**src/rtl/control_unit_pkg.sv**
```systemverilog
// Shared CPU definitions: opcodes, control-word bit positions and micro-step numbers.
// The ALU, register and RAM blocks import the same package.
package cpu_defs;

   localparam logic [3:0] OP_NOP = 4'h0;
   localparam logic [3:0] OP_LDA = 4'h1;
   localparam logic [3:0] OP_ADD = 4'h2;
   localparam logic [3:0] OP_SUB = 4'h3;
   localparam logic [3:0] OP_STA = 4'h4;
   localparam logic [3:0] OP_LDI = 4'h5;
   localparam logic [3:0] OP_JMP = 4'h6;
   localparam logic [3:0] OP_JC  = 4'h7;
   localparam logic [3:0] OP_JZ  = 4'h8;
   localparam logic [3:0] OP_OUT = 4'hE;
   localparam logic [3:0] OP_HLT = 4'hF;

   localparam int CW_HLT = 15;
   localparam int CW_MI  = 14;
   localparam int CW_RI  = 13;
   localparam int CW_RO  = 12;
   localparam int CW_IO  = 11;
   localparam int CW_II  = 10;
   localparam int CW_AI  = 9;
   localparam int CW_AO  = 8;
   localparam int CW_EO  = 7;
   localparam int CW_SU  = 6;
   localparam int CW_BI  = 5;
   localparam int CW_OI  = 4;
   localparam int CW_CE  = 3;
   localparam int CW_CO  = 2;
   localparam int CW_J   = 1;
   localparam int CW_FI  = 0;

   localparam logic [2:0] T0 = 3'd0;
   localparam logic [2:0] T1 = 3'd1;
   localparam logic [2:0] T2 = 3'd2;
   localparam logic [2:0] T3 = 3'd3;
   localparam logic [2:0] T4 = 3'd4;

   typedef logic [15:0] ctrl_word_t;

   // Final micro-step of each instruction; unused opcodes end after fetch like NOP.
   function automatic logic [2:0] last_step(input logic [3:0] op);
      logic [2:0] ls;
      case (op)
         OP_ADD, OP_SUB: ls = T4;
         OP_LDA, OP_STA: ls = T3;
         OP_LDI, OP_JMP, OP_JC, OP_JZ, OP_OUT, OP_HLT: ls = T2;
         default: ls = T1;
      endcase
      return ls;
   endfunction

endpackage

```
**src/rtl/control_unit_if.sv**
```systemverilog
// Sequencer-side bundle: instruction/ALU-flag inputs and the control word and status it drives.
interface control_unit_if;

   logic [3:0]  opcode;
   logic        zf;
   logic        cf;
   logic [15:0] ctrl;
   logic        flag_z;
   logic        flag_c;
   logic [2:0]  step;

   modport master (
      output opcode, zf, cf,
      input  ctrl, flag_z, flag_c, step
   );

   modport slave (
      input  opcode, zf, cf,
      output ctrl, flag_z, flag_c, step
   );

endinterface

```
**src/rtl/control_unit_flags_register.sv**
```systemverilog
// Two-bit zero/carry flags register with load enable and synchronous reset.
module flags_register (
   input  logic clk,
   input  logic rst,
   input  logic load,
   input  logic zf,
   input  logic cf,
   output logic flag_z,
   output logic flag_c
);

   always_ff @(posedge clk) begin
      if (rst) begin
         flag_z <= 1'b0;
         flag_c <= 1'b0;
      end else if (load) begin
         flag_z <= zf;
         flag_c <= cf;
      end
   end

endmodule

```
**src/rtl/control_unit.sv**
```systemverilog
// Microcoded sequencer for the 8-bit bus CPU: step counter, halt latch and
// combinational decode of {opcode, step} into the 16-bit control word.
module control_unit
   import cpu_defs::*;
#(
   parameter int STEPS = 5
) (
   input  logic           clk,
   input  logic           rst,
   control_unit_if.slave  bus
);

   localparam logic [2:0] STEP_MAX = 3'(STEPS - 1);

   logic [2:0] step_q;
   logic       halted;
   logic [2:0] last;
   logic       flag_z;
   logic       flag_c;
   ctrl_word_t cw;

   assign last = last_step(bus.opcode);

   // The >= guard keeps the counter in range if opcode changes mid-instruction.
   always_ff @(posedge clk) begin
      // NOTE: non-blocking assignments so every register samples pre-edge values.
      if (rst) begin
         step_q <= T0;
         halted <= 1'b0;
      end else if (halted) begin
         step_q <= T0;
      end else if (step_q >= last || step_q >= STEP_MAX) begin
         step_q <= T0;
         if (bus.opcode == OP_HLT && step_q == T2)
            halted <= 1'b1;
      end else begin
         step_q <= step_q + 3'd1;
      end
   end

   always_comb begin
      // NOTE: default the whole word first so no path leaves a bit unassigned (no latch).
      cw = '0;
      if (halted) begin
         cw[CW_HLT] = 1'b1;
      end else begin
         // T0/T1 fetch ignores the opcode, which still holds the previous instruction.
         casez ({bus.opcode, step_q})
            {4'b????, T0}: begin
               cw[CW_CO] = 1'b1;
               cw[CW_MI] = 1'b1;
            end
            {4'b????, T1}: begin
               cw[CW_RO] = 1'b1;
               cw[CW_II] = 1'b1;
               cw[CW_CE] = 1'b1;
            end
            {OP_LDA, T2}, {OP_ADD, T2}, {OP_SUB, T2}, {OP_STA, T2}: begin
               cw[CW_IO] = 1'b1;
               cw[CW_MI] = 1'b1;
            end
            {OP_LDA, T3}: begin
               cw[CW_RO] = 1'b1;
               cw[CW_AI] = 1'b1;
            end
            {OP_ADD, T3}, {OP_SUB, T3}: begin
               cw[CW_RO] = 1'b1;
               cw[CW_BI] = 1'b1;
            end
            {OP_ADD, T4}: begin
               cw[CW_EO] = 1'b1;
               cw[CW_AI] = 1'b1;
               cw[CW_FI] = 1'b1;
            end
            {OP_SUB, T4}: begin
               cw[CW_EO] = 1'b1;
               cw[CW_AI] = 1'b1;
               cw[CW_SU] = 1'b1;
               cw[CW_FI] = 1'b1;
            end
            {OP_STA, T3}: begin
               cw[CW_AO] = 1'b1;
               cw[CW_RI] = 1'b1;
            end
            {OP_LDI, T2}: begin
               cw[CW_IO] = 1'b1;
               cw[CW_AI] = 1'b1;
            end
            {OP_JMP, T2}: begin
               cw[CW_IO] = 1'b1;
               cw[CW_J]  = 1'b1;
            end
            {OP_JC, T2}: begin
               cw[CW_IO] = flag_c;
               cw[CW_J]  = flag_c;
            end
            {OP_JZ, T2}: begin
               cw[CW_IO] = flag_z;
               cw[CW_J]  = flag_z;
            end
            {OP_OUT, T2}: begin
               cw[CW_AO] = 1'b1;
               cw[CW_OI] = 1'b1;
            end
            {OP_HLT, T2}: begin
               cw[CW_HLT] = 1'b1;
            end
            default: ;
         endcase
      end
   end

   flags_register u_flags (
      .clk    (clk),
      .rst    (rst),
      .load   (cw[CW_FI]),
      .zf     (bus.zf),
      .cf     (bus.cf),
      .flag_z (flag_z),
      .flag_c (flag_c)
   );

   assign bus.ctrl   = cw;
   assign bus.step   = step_q;
   assign bus.flag_z = flag_z;
   assign bus.flag_c = flag_c;

endmodule

```
**src/flat_wrapper.sv**
```systemverilog
// flat-port wrapper written by rule: the top's interface ports become plain ports
module control_unit_flat import cpu_defs::*;
#(
   parameter int STEPS = 5
)
  (clk, rst, bus_opcode, bus_zf, bus_cf, bus_ctrl, bus_flag_z, bus_flag_c, bus_step);
  control_unit_if bus_i ();
  input  logic clk;
  input  logic rst;
  input wire logic [$bits(bus_i.opcode)-1:0] bus_opcode;
  input wire logic [$bits(bus_i.zf)-1:0] bus_zf;
  input wire logic [$bits(bus_i.cf)-1:0] bus_cf;
  output wire logic [$bits(bus_i.ctrl)-1:0] bus_ctrl;
  output wire logic [$bits(bus_i.flag_z)-1:0] bus_flag_z;
  output wire logic [$bits(bus_i.flag_c)-1:0] bus_flag_c;
  output wire logic [$bits(bus_i.step)-1:0] bus_step;
  assign bus_i.opcode = bus_opcode;
  assign bus_i.zf = bus_zf;
  assign bus_i.cf = bus_cf;
  assign bus_ctrl = bus_i.ctrl;
  assign bus_flag_z = bus_i.flag_z;
  assign bus_flag_c = bus_i.flag_c;
  assign bus_step = bus_i.step;
  control_unit #(.STEPS(STEPS)) u_core (.clk(clk), .rst(rst), .bus(bus_i));
endmodule
```
**config.mk**
```make
export PLATFORM = sky130hd
export DESIGN_NAME = control_unit_flat
export DESIGN_NICKNAME = d
export VERILOG_FILES = /design/src/rtl/control_unit_pkg.sv /design/src/rtl/control_unit_if.sv /design/src/rtl/control_unit_flags_register.sv /design/src/rtl/control_unit.sv /design/src/flat_wrapper.sv
export SDC_FILE = /design/constraint.sdc
export NUM_CORES = 1
export LEC_CHECK = 0
export CAP_MARGIN = 40
export CELL_PAD_IN_SITES_DETAIL_PLACEMENT = 1
export CELL_PAD_IN_SITES_GLOBAL_PLACEMENT = 1
export CORE_UTILIZATION = 27
export CTS_BUF_LIST = sky130_fd_sc_hd__clkbuf_16
export DETAILED_ROUTE_END_ITERATION = 12
export GPL_TIMING_DRIVEN = 0
export PLACE_DENSITY_LB_ADDON = 0.1
export SYNTH_ARGS = -nofsm -noshare
export SYNTH_HDL_FRONTEND = slang
export SYNTH_SLANG_ARGS = --single-unit
```
**constraint.sdc**
```tcl
create_clock -name clk -period 1.7 [get_ports clk]
set_input_delay 0.17 -clock clk [delete_from_list [all_inputs] [get_ports clk]]
set_output_delay 0.17 -clock clk [all_outputs]
set_load 0.05 [all_outputs]
```
==> impl_metrics.json <==
{
  "run_status": "finished, violations left",
  "violations": "setup timing",
  "mappedNetlistNets": 95,
  "syn-mean-instance-area_sq_um": 8.71,
  "cts-htree-levels": 1,
  "seq_area_frac_synth_pct": 17.2,
  "fmax_mhz": 541,
  "root_buffer": "sky130_fd_sc_hd__clkbuf_16",
  "die-width_um": 52.8,
  "wl_per_cell_um": 15.6,
  "clock_tree_from_tritoncts": "built",
  "worst_setup_path_start_kind": "register",
  "multi_input_comb_area_sq_um": 658,
  "cts_buffer_depth": 2,
  "final_core_util_pct": 55.1,
  "layout_min_cycle_time_ns": 1.85,
  "synth_compound_gate_area_share_pct": 17.8,
  "fin_ws_ns": -0.148,
  "finalWirelength_mm": 2.37,
  "placement.setup.worst_slack_ns": -0.873,
  "die_height_um": 52.8,
  "maxSlewViolCount": 0,
  "clock_sink_count": 6,
  "hold_start": "bus_opcode[0]",
  "worstSetupEndpointType": "output pin",
  "cp_slowest_stage_delay_ns": 0.39,
  "synthMuxAreaShare_pct": 4.49,
  "initial_utilization_pct": 28.4,
  "final.period_utilization_pct": 109,
  "drt_pass1_iterations": 4,
  "n_fill_cell": 279,
  "hpwlAfterDp_mm": 1.61,
  "worst_path_max_delay_cell": "sky130_fd_sc_hd__or3b_4",
  "reg2reg_setup_slack_ns": 0.15,
  "timing_worst_setup_path_type": "register to output pin",
  "static-leakage-power_nw": 0.590,
  "grt_remaining_overflow": 0,
  "vias_in_the_first_global_route": 770,
  "ir_worst_vdd_mv": 0.699,
  "final-setup-viol-count": 7,
  "synth-adder-area-share_pct": 12.6,
  "overall_power_consumption_mw": 1.25,
  "synth-xor-area-share_pct": 0,
  "hold_class": "input port to register",
  "die_area_sq_mm": 0.00279,
  "area_delta_synth_final_pct": 94.3,
  "netlist_instances": 80,
  "io_buffers": 28,
  "sequential_cell_area_in_the_final_layout_sq_um": 130,
  "grt_max_degree": 11,
  "hold_viol_final": 0,
  "transition_time_at_the_pin_with_the_least_slew_margin_ns": 0.497,
  "synth_top_flop_cell": "sky130_fd_sc_hd__dfxtp_1",
  "placed_cells": 138,
  "edff_count_synth": 0,
  "final_cell_count_no_fill": 152,
  "max_cap_viol_count": 0,
  "maxSlewHeadroom_pct": 66.8,
  "crit_chain": "inv_4 -> ha_4 -> or3b_4 -> a221oi_4 -> a31o_4 -> buf_8",
  "net_count_final": 138,
  "antenna_found_initial": 0,
  "grt_first_pass_wirelength_mm": 3.68,
  "pwr_dens_mw_per_mm2": 923,
  "synth-async-reset-ratio_pct": 0,
  "worstPathArrival_ns": 1.68,
  "cts-buffers-inserted": 3,
  "num_vias": 769,
  "fp-row-count": 18,
  "layout-drive-gt1-share_pct": 60.7,
  "yosys_warnings": 0,
  "gp_routability_congestion": 0.716,
  "post-route-drc-count": 0,
  "core_sq_mm": 0.00245,
  "num_antenna_cells": 0,
  "rsz_0062_raised_after_global_routing": "yes",
  "avgViaCountPerCell": 5.06,
  "grt_use_total_pct": 18.6,
  "synth_cell_types": 37,
  "syn-cell-area_sq_um": 697,
  "final_antenna_net_count": 0,
  "io_pins": 29,
  "worst_setup_hold_path_clk_slew_ns": 0.04,
  "clock_network_latency_to_the_later_pin_of_the_worst_skew_pair_ns": 0.23,
  "cts_hold_repair.buffers": 0,
  "post_synth_and_or_nand_nor_area_fraction_pct": 39.1,
  "skew_ns": 0.00169,
  "ys_seq_elements": 6,
  "critPathMaxFanout": 3,
  "dominant_combinational_cell_family_by_area_after_synthesis": "simple AND/OR/NAND/NOR gates",
  "worst_r2r_startpoint": "u_core.bus.step[0]",
  "data_required_time_of_the_worst_path_ns": 1.53,
  "cp-startpoint": "u_core.bus.step[0]",
  "drtIter0Drc": 5
}
cell families (layout without fill, tap and decap cells):
group / after synthesis / after routing
and+or+nand+nor: 36 / 36
AOI/OAI and AO/OA: 17 / 17
buffers and inverters: 11 / 53
adders and majority gates: 7 / 7
DFF: 6 / 6
muxes: 3 / 3
repair_timing:
item	in CTS	in global routing
resized for setup	128	19
buffers inserted	7	1
hold endpoints to repair	0	0
pin swaps	5	5
gates cloned	2	0
setup endpoints to repair	20	18
critical path: cells and delay by family (launching register included):
kind,cells,cell delay [ns]
compound gates,2,0.36
fa+ha+maj,1,0.15
buf+inv,2,0.20
flops,1,0.35
simple gates,1,0.39
through the flow:
stage / cell area [sq um] / hold slack (ns) / TNS [ns]
after floorplan: 763 / 0.238 / -0.276
after global placement: 1080 / 0.462 / -13.11
after detailed placement: 1080 / 0.464 / -13.47
after CTS: 1310 / 0.465 / -0.756
after global routing: 1350 / 0.382 / -1.12
final: 1350 / 0.360 / -0.601
synth_stat cells, types with 2 or more instances:
cell type,instances,share of area (%)
sky130_fd_sc_hd__ha_1,7,13
sky130_fd_sc_hd__nand2b_1,7,6.3
sky130_fd_sc_hd__dfxtp_1,6,17
sky130_fd_sc_hd__a21oi_1,5,3.6
sky130_fd_sc_hd__nor2_1,4,2.2
sky130_fd_sc_hd__a31o_1,3,3.8
sky130_fd_sc_hd__and2_1,3,2.7
sky130_fd_sc_hd__buf_4,3,3.2
sky130_fd_sc_hd__inv_1,3,1.6
sky130_fd_sc_hd__o21a_1,3,3.2
sky130_fd_sc_hd__or3_1,3,2.7
sky130_fd_sc_hd__clkbuf_1,2,1.1
sky130_fd_sc_hd__mux2i_1,2,2.9
sky130_fd_sc_hd__nand2_1,2,1.1
sky130_fd_sc_hd__nand3_1,2,1.4
sky130_fd_sc_hd__nor4b_1,2,2.5
sky130_fd_sc_hd__nor4b_2,2,4.3
sky130_fd_sc_hd__o21ai_1,2,1.4
path summary, 6_finish.rpt:
| path | endpoint | depth (start not counted) |
|---|---|---|
| worst min register to register | u_core.u_flags.flag_z | 2 |
| worst max register to register | u_core.bus.step[1] | 7 |
| worst max-delay path | bus_ctrl[11] | 6 |
| worst min-delay path | u_core.halted | 3 |
layout by cell type, fill, tap and decap left out, drive strengths merged, types with 4 or more instances in the layout:
cell type and count:
nand2b 7, buf 32, a21oi 5, ha 7
nor2 4, clkbuf 5, clkdlybuf4s50 5, inv 5
dfxtp 6, nor4b 4
where the power goes:
part	total, mW	internal [mW]	switching [mW]
logic	0.672	0.267	0.405
clock network	0.393	0.306	0.0872
registers	0.185	0.161	0.0240
sequential cells by signal, indices dropped and copies added, names as in the netlist:
register / cells
u_core.bus.step: 3
u_core.u_flags.flag_z: 1
u_core.u_flags.flag_c: 1
u_core.halted: 1
metal layers:
layer	GRT usage [%]	vias up	share of wire, %
met3	4.35	2	4.2
met2	33.3	20	52
met1	22.0	375	43
met4	3.95	0	0.59
li1	-	372	-
met5	0	-	0
layout make-up:
cell class                      instances  share of cell area [%]
Buffer                                  7                    5.45
Clock buffer                            3                    5.55
Clock inverter                          1                   0.277
Inverter                                4                    1.29
Multi-Input combinational cell         63                    48.6
Sequential cell                         6                    9.61
Tap cell                               30                    2.77
Timing Repair Buffer                   38                    26.4
Power figures use the tool's default switching activity.
